`config.mk`:
```
export PLATFORM = sky130hd
export DESIGN_NAME = pipe_ctrl_chain
export DESIGN_NICKNAME = d
export VERILOG_FILES = /design/src/rtl/pipe_ctrl_chain.sv
export SDC_FILE = /design/constraint.sdc
export NUM_CORES = 1
export LEC_CHECK = 0
export ABC_AREA = 1
export BUFFER_PORTS_ARGS = -buffer_cell sky130_fd_sc_hd__buf_2
export CAP_MARGIN = 0
export CORE_MARGIN = 4
export CORE_UTILIZATION = 40
export DETAILED_ROUTE_END_ITERATION = 10
export GPL_ROUTABILITY_DRIVEN = 0
export PLACE_DENSITY = 0.71
export SLEW_MARGIN = 20
export SYNTH_ARGS = -nofsm -noshare
export SYNTH_HDL_FRONTEND = slang
export SYNTH_SLANG_ARGS = --single-unit
```
`constraint.sdc`:
```
create_clock -name clk -period 1.25 [get_ports clk]
set_input_delay 0.3125 -clock clk [delete_from_list [all_inputs] [get_ports clk]]
set_output_delay 0.3125 -clock clk [all_outputs]
set_load 0.05 [all_outputs]
```
`src/rtl/pipe_ctrl_chain.sv`:
```
// pipe_ctrl_chain: control-bundle pipeline (RegWrite, ResultSrc, MemWrite,
// Rd, valid) over DEPTH stage registers. Each stage supports stall and flush.
// Two combinational hazard-query ports report the youngest stage that writes
// a queried register, and whether that stage holds a load.
module pipe_ctrl_chain #(
   parameter int DEPTH = 2,
   parameter int RSW   = 2,
   parameter int RDW   = 5,
   parameter int SW    = (DEPTH > 1) ? $clog2(DEPTH) : 1
) (
   input  logic                 clk,
   input  logic                 rst_n,
   input  logic                 in_valid,
   input  logic                 reg_write_in,
   input  logic [RSW-1:0]       result_src_in,
   input  logic                 mem_write_in,
   input  logic [RDW-1:0]       rd_in,
   input  logic [DEPTH-1:0]     stall,
   input  logic [DEPTH-1:0]     flush,
   output logic [DEPTH-1:0]     valid_o,
   output logic [DEPTH-1:0]     reg_write_o,
   output logic [DEPTH*RSW-1:0] result_src_o,
   output logic [DEPTH-1:0]     mem_write_o,
   output logic [DEPTH*RDW-1:0] rd_o,
   input  logic [RDW-1:0]       q_rs_a,
   input  logic [RDW-1:0]       q_rs_b,
   output logic                 hit_a,
   output logic [SW-1:0]        hit_stage_a,
   output logic                 hit_load_a,
   output logic                 hit_b,
   output logic [SW-1:0]        hit_stage_b,
   output logic                 hit_load_b
);

   // Effective hold: a stage is held if it or any older stage stalls.
   logic [DEPTH-1:0] hold;

   for (genvar k = 0; k < DEPTH; k++) begin : g_hold
      assign hold[k] = |stall[DEPTH-1:k];
   end

   for (genvar k = 0; k < DEPTH; k++) begin : g_stage
      // Upstream view: inputs for stage 0, the previous stage otherwise.
      logic           up_hold;
      logic           up_valid;
      logic           up_reg_write;
      logic [RSW-1:0] up_result_src;
      logic           up_mem_write;
      logic [RDW-1:0] up_rd;

      logic           valid_d, valid_q;
      logic           reg_write_d, reg_write_q;
      logic [RSW-1:0] result_src_d, result_src_q;
      logic           mem_write_d, mem_write_q;
      logic [RDW-1:0] rd_d, rd_q;

      if (k == 0) begin : g_head
         assign up_hold       = 1'b0;
         assign up_valid      = in_valid;
         assign up_reg_write  = reg_write_in;
         assign up_result_src = result_src_in;
         assign up_mem_write  = mem_write_in;
         assign up_rd         = rd_in;
      end else begin : g_body
         assign up_hold       = hold[k-1];
         assign up_valid      = valid_o[k-1];
         assign up_reg_write  = reg_write_o[k-1];
         assign up_result_src = result_src_o[(k-1)*RSW +: RSW];
         assign up_mem_write  = mem_write_o[k-1];
         assign up_rd         = rd_o[(k-1)*RDW +: RDW];
      end

      // Next state: flush > hold > bubble-behind-held-stage > advance.
      // An invalid upstream entry always lands as an all-zero bubble.
      always_comb begin
         valid_d      = 1'b0;
         reg_write_d  = 1'b0;
         result_src_d = '0;
         mem_write_d  = 1'b0;
         rd_d         = '0;
         if (flush[k]) begin
            valid_d = 1'b0;
         end else if (hold[k]) begin
            valid_d      = valid_q;
            reg_write_d  = reg_write_q;
            result_src_d = result_src_q;
            mem_write_d  = mem_write_q;
            rd_d         = rd_q;
         end else if (!up_hold && up_valid) begin
            valid_d      = 1'b1;
            reg_write_d  = up_reg_write;
            result_src_d = up_result_src;
            mem_write_d  = up_mem_write;
            rd_d         = up_rd;
         end
      end

      // Stage register with synchronous active-low reset to a bubble.
      always_ff @(posedge clk) begin
         if (!rst_n) begin
            valid_q      <= 1'b0;
            reg_write_q  <= 1'b0;
            result_src_q <= '0;
            mem_write_q  <= 1'b0;
            rd_q         <= '0;
         end else begin
            valid_q      <= valid_d;
            reg_write_q  <= reg_write_d;
            result_src_q <= result_src_d;
            mem_write_q  <= mem_write_d;
            rd_q         <= rd_d;
         end
      end

      assign valid_o[k]                  = valid_q;
      assign reg_write_o[k]              = reg_write_q;
      assign result_src_o[k*RSW +: RSW]  = result_src_q;
      assign mem_write_o[k]              = mem_write_q;
      assign rd_o[k*RDW +: RDW]          = rd_q;
   end

   // Returns {hit, stage, load}; scanning old->young lets the youngest
   // (most recent) writer win. x0 never matches.
   function automatic logic [SW+1:0] query(input logic [RDW-1:0] q);
      logic          hit;
      logic [SW-1:0] stg;
      logic          ld;
      hit = 1'b0;
      stg = '0;
      ld  = 1'b0;
      for (int k = DEPTH - 1; k >= 0; k--) begin
         if (valid_o[k] && reg_write_o[k] && (rd_o[k*RDW +: RDW] == q) && (q != '0)) begin
            hit = 1'b1;
            stg = SW'(k);
            ld  = (result_src_o[k*RSW +: RSW] == RSW'(1));
         end
      end
      return {hit, stg, ld};
   endfunction

   // Two independent hazard-query ports over stored state only.
   always_comb begin
      {hit_a, hit_stage_a, hit_load_a} = query(q_rs_a);
      {hit_b, hit_stage_b, hit_load_b} = query(q_rs_b);
   end

endmodule

```
[Yosys cells after proc, flatten, opt, wreduce, memory -nomap -nowiden]
Cells that the tools add are included.
Word-level totals
  input port bits: 26
  bits in registers: 20
  logic and storage cells: 54
Cells by class
  reductions and logical operators: 17
  multiplexer cells: 20
  eq/ne operators: 6
  bitwise operators: 1
Operator list (number)
  $eq 5x5->1: 4
  $mux 1: 16
  $logic_and 1x1->1: 11
  $mux 5: 2
  $reduce_bool 5->1: 2
  $reduce_or 2->1: 3
  $eq 2x1->1 const B: 2
  $mux 2: 2
  $logic_not 1->1: 1
  $not 1->1: 1

[Depth between registers and ports, before layout]
  depth in word-level cells: 5
  mapped depth: 9
  gate-level depth less buffers: 9

[Worst setup path before layout]
No wires, ideal clock.
  path kind: reg2out
  from: register g_stage[1].rd_q[3]
  to: output hit_stage_a
  cell stages (with the launch flop): 7
  data arrival time: 1.621 ns
  path slack: -0.683 ns
  cell sequence: dfxtp_1 -> inv_1 -> a21oi_1 -> nand3_1 -> nor2_2 -> inv_1 -> a21oi_2
On the way
  longest elaborated chain between the ends: 5
RTL lines
  start: declaration: RTL line 55  | logic [RDW-1:0] rd_d, rd_q;
  start signal: assignment: RTL line 111  | rd_q <= rd_d;
  $eq 5x5->1: RTL line 132  | if (valid_o[k] && reg_write_o[k] && (rd_o[k*RDW +: RDW] == q) && (q != '0)) begin
  $logic_and 1x1->1 (2 in series): RTL line 132
  $mux 1 (2 in series): RTL line 132
  end: declaration: RTL line 28  | output logic [SW-1:0] hit_stage_a,
Every way passes these cells.

[Worst setup path in the final report]
  from: register g_stage[1].valid_q
  to: output hit_stage_b
On the way
  longest elaborated chain between the ends: 5
RTL lines
  start: declaration: RTL line 51  | logic valid_d, valid_q;
  start signal: assignment: RTL line 107  | valid_q <= valid_d;
  $logic_and 1x1->1 (3 in series): RTL line 132
  $mux 1 (2 in series): RTL line 132
  end: declaration: RTL line 31  | output logic [SW-1:0] hit_stage_b,
Every way passes these cells.

==> results.cfg <==
[outcome]
status = finished with violations
violations = negative setup slack

[clock_tree]
clock_latency_ns = 0.29
cts_buffer_depth = 2
cts_sinks = 20
clkTransAtPathRegs_ns = 0.10
cts_tree = yes
cts-root-buf = clkbuf_4
cts_max_level = 1
numCtsBuffers = 3

[die]
core_um2 = 3028
chipHeight_um = 63.90
die-area_um2 = 4083
die_w_um = 63.90
row_count = 20
ios = 52
start_util_pct = 41.28

[layout]
layout.nets = 308
regArea_um2 = 447.9
area_delta_synth_final_pct = 71.17
final_cells = 325
fin_util_pct = 70.66
n_fill_cell = 278
final_cell_area_um2 = 2140
antenna_cells = 0
multi_input_area_um2 = 788.3
drive_above_1_share_pct = 48.40

[synthesis]
ys_seq_area_share_pct = 32.03
synth_cells = 208
ys_warn_count = 0
synth.area.top_cells = dfxtp_1 32%, nand2_1 27%, a21oi_1 8.8%
synth_seq_cells = 20
syn_area_um2 = 1250
yosys.area.top_type = dfxtp_1
synth_cell_type_count = 17
yosysMostFrequentCell = nand2_1
ys_top_cells_by_count = 89 x nand2_1, 22 x a21oi_1, 21 x inv_1
async_reset_ff_share_pct = 0
synthDominantCellAreaShare_pct = 32.03
synth_edf_count = 0
synth_area_per_cell_um2 = 6.009
ys.flop_type = dfxtp_1
syn-num-nets = 234

[flow_run]
maxCapViolCount = 0

[placed_design]
dp_hpwl_mm = 2.728
post-place-ws_ns = -0.4099
placed_cells = 317
place_area_um2 = 1754
port-buffer-count = 51

[timing]
timing.hold.ws_ns = 0.2500
maxSlewViolCount = 0
min_period_over_period_pct = 149.1
relSlewSlack_pct = 77.23
hold_viol_final = 0
setup_slack_ns = -0.6137
tightest_slew_ns = 0.3407
finalCriticalPeriod_ns = 1.864
skew_ns = 0.002676
setup_tns_ns = -3.219
setup_violations = 8
rsz0062_at_grt = yes
max_freq_ghz = 0.5366

[critical_path]
arrival_ns = 1.55
crit_fanout = 2
path_cells = nand2_1, a21oi_1, nand3_1, nor2_4, inv_2, a21oi_4, buf_6
max_stage_delay_ns = 0.35
critPathCaptureType = primary output
path_class = reg -> out
cp.required_ns = 0.94
r2r_slack_ns = 0.25
cp_slowest_cell = dfxtp_2
setup.worst_path.start_class = flop

[global_route]
grt_usage_pct = 17.38
antenna_found_initial = 0
grt_pass1_wl_mm = 5.796
grt_pass1_vias = 1370
grt_max_degree = 12
gr-total-overflow = 0

[worst_hold_path]
hp-class = in -> reg

[power]
p_per_area_nw_per_um2 = 532.4
p_leak_nw = 0.9718
peakVddDrop_mv = 0.6098
fin_total_pwr_mw = 1.139

[detailed_routing]
vias = 1443
drc = 0
wl_per_cell_um = 11.26
drt_pre_antenna_iters = 4
vias_per_cell = 4.440
wl_mm = 3.658
drt_iter0_markers = 46
antenna_left = 0
[logic make-up after synthesis]
logic type	count (synthesis)	synth area share, %
XOR/XNOR	5	3.503
AO/OA/AOI/OAI	24	10.21
AND/OR/NAND/NOR	122	41.24
buffers and inverters	37	13.01
flip-flops	20	32.03
[repair_timing]
item,in CTS,in global routing
setup endpoints to repair,24,23
hold buffers,0,0
gates resized for setup,64,37
cloned,0,0
pin swaps,2,2
buffers inserted,2,3
hold endpoints to repair,0,0
[layer usage]
| metal | global-route usage [%] | part of all wire (%) | vias to the layer above |
|---|---|---|---|
| met3 | 1.757 | 4.6 | 6 |
| met5 | 0 | 0 | - |
| met2 | 31.23 | 52 | 35 |
| met1 | 21.77 | 42 | 627 |
| met4 | 4.852 | 1.4 | 0 |
| li1 | - | - | 775 |
[layout make-up]
cell class              instances  share of cell area [%]
multi-input cells             151                   36.84
well taps                      44                   2.573
repair buffers                 76                   33.04
flip-flops and latches         20                   20.94
clock buffers                   3                   1.053
inverters                      30                   5.380
clock inverters                 1                  0.1754
[worst max-delay path: cells and delay by family (launching register included)]
| kind | cells | cell delay, ns |
|---|---|---|
| AND/OR/NAND/NOR | 3 | 0.38 |
| flip-flops | 1 | 0.35 |
| AO/OA/AOI/OAI | 2 | 0.27 |
| buffers and inverters | 2 | 0.25 |
[worst paths after layout]
kind | startpoint | end | cells after the start
worst max-delay path | g_stage[1].valid_q | hit_stage_b | 7
worst max register to register | g_stage[0].rd_q[4] | g_stage[0].rd_q[4] | 5
worst min-delay path | reg_write_in | g_stage[0].reg_write_q | 3
worst min register to register | g_stage[1].mem_write_q | g_stage[1].mem_write_q | 2
[flip-flops by register name, summed over array words and instances, names as in the netlist]
| signal | cells |
|---|---|
| g_stage.reg_write_q | 2 |
| g_stage.mem_write_q | 2 |
| g_stage.result_src_q | 4 |
| g_stage.valid_q | 2 |
| g_stage.rd_q | 10 |
[power breakdown]
part / switching (mW) / internal (mW)
combinational: 0.122 / 0.0918
clock: 0.182 / 0.116
sequential: 0.00600 / 0.621
[cells in the final DEF (no fill, tap or decap)]
master and count:
inv_1 15, nand3_1 6, a21oi_2 1, a21oi_4 2, nand2_4 3, inv_4 1
nand2_1 81, nand3_2 4, buf_2 25, dfxtp_2 8, nor2_1 14, buf_4 15
clkinv_1 4, inv_2 11, xnor2_1 2, nand2_2 7, nor2_4 4, dfxtp_4 10
clkbuf_4 4, nor2_2 2, buf_6 17, a21oi_1 21, xnor2_2 3, buf_8 18
nor2b_4 1, dfxtp_1 2
(Power assumes the default switching activity.)
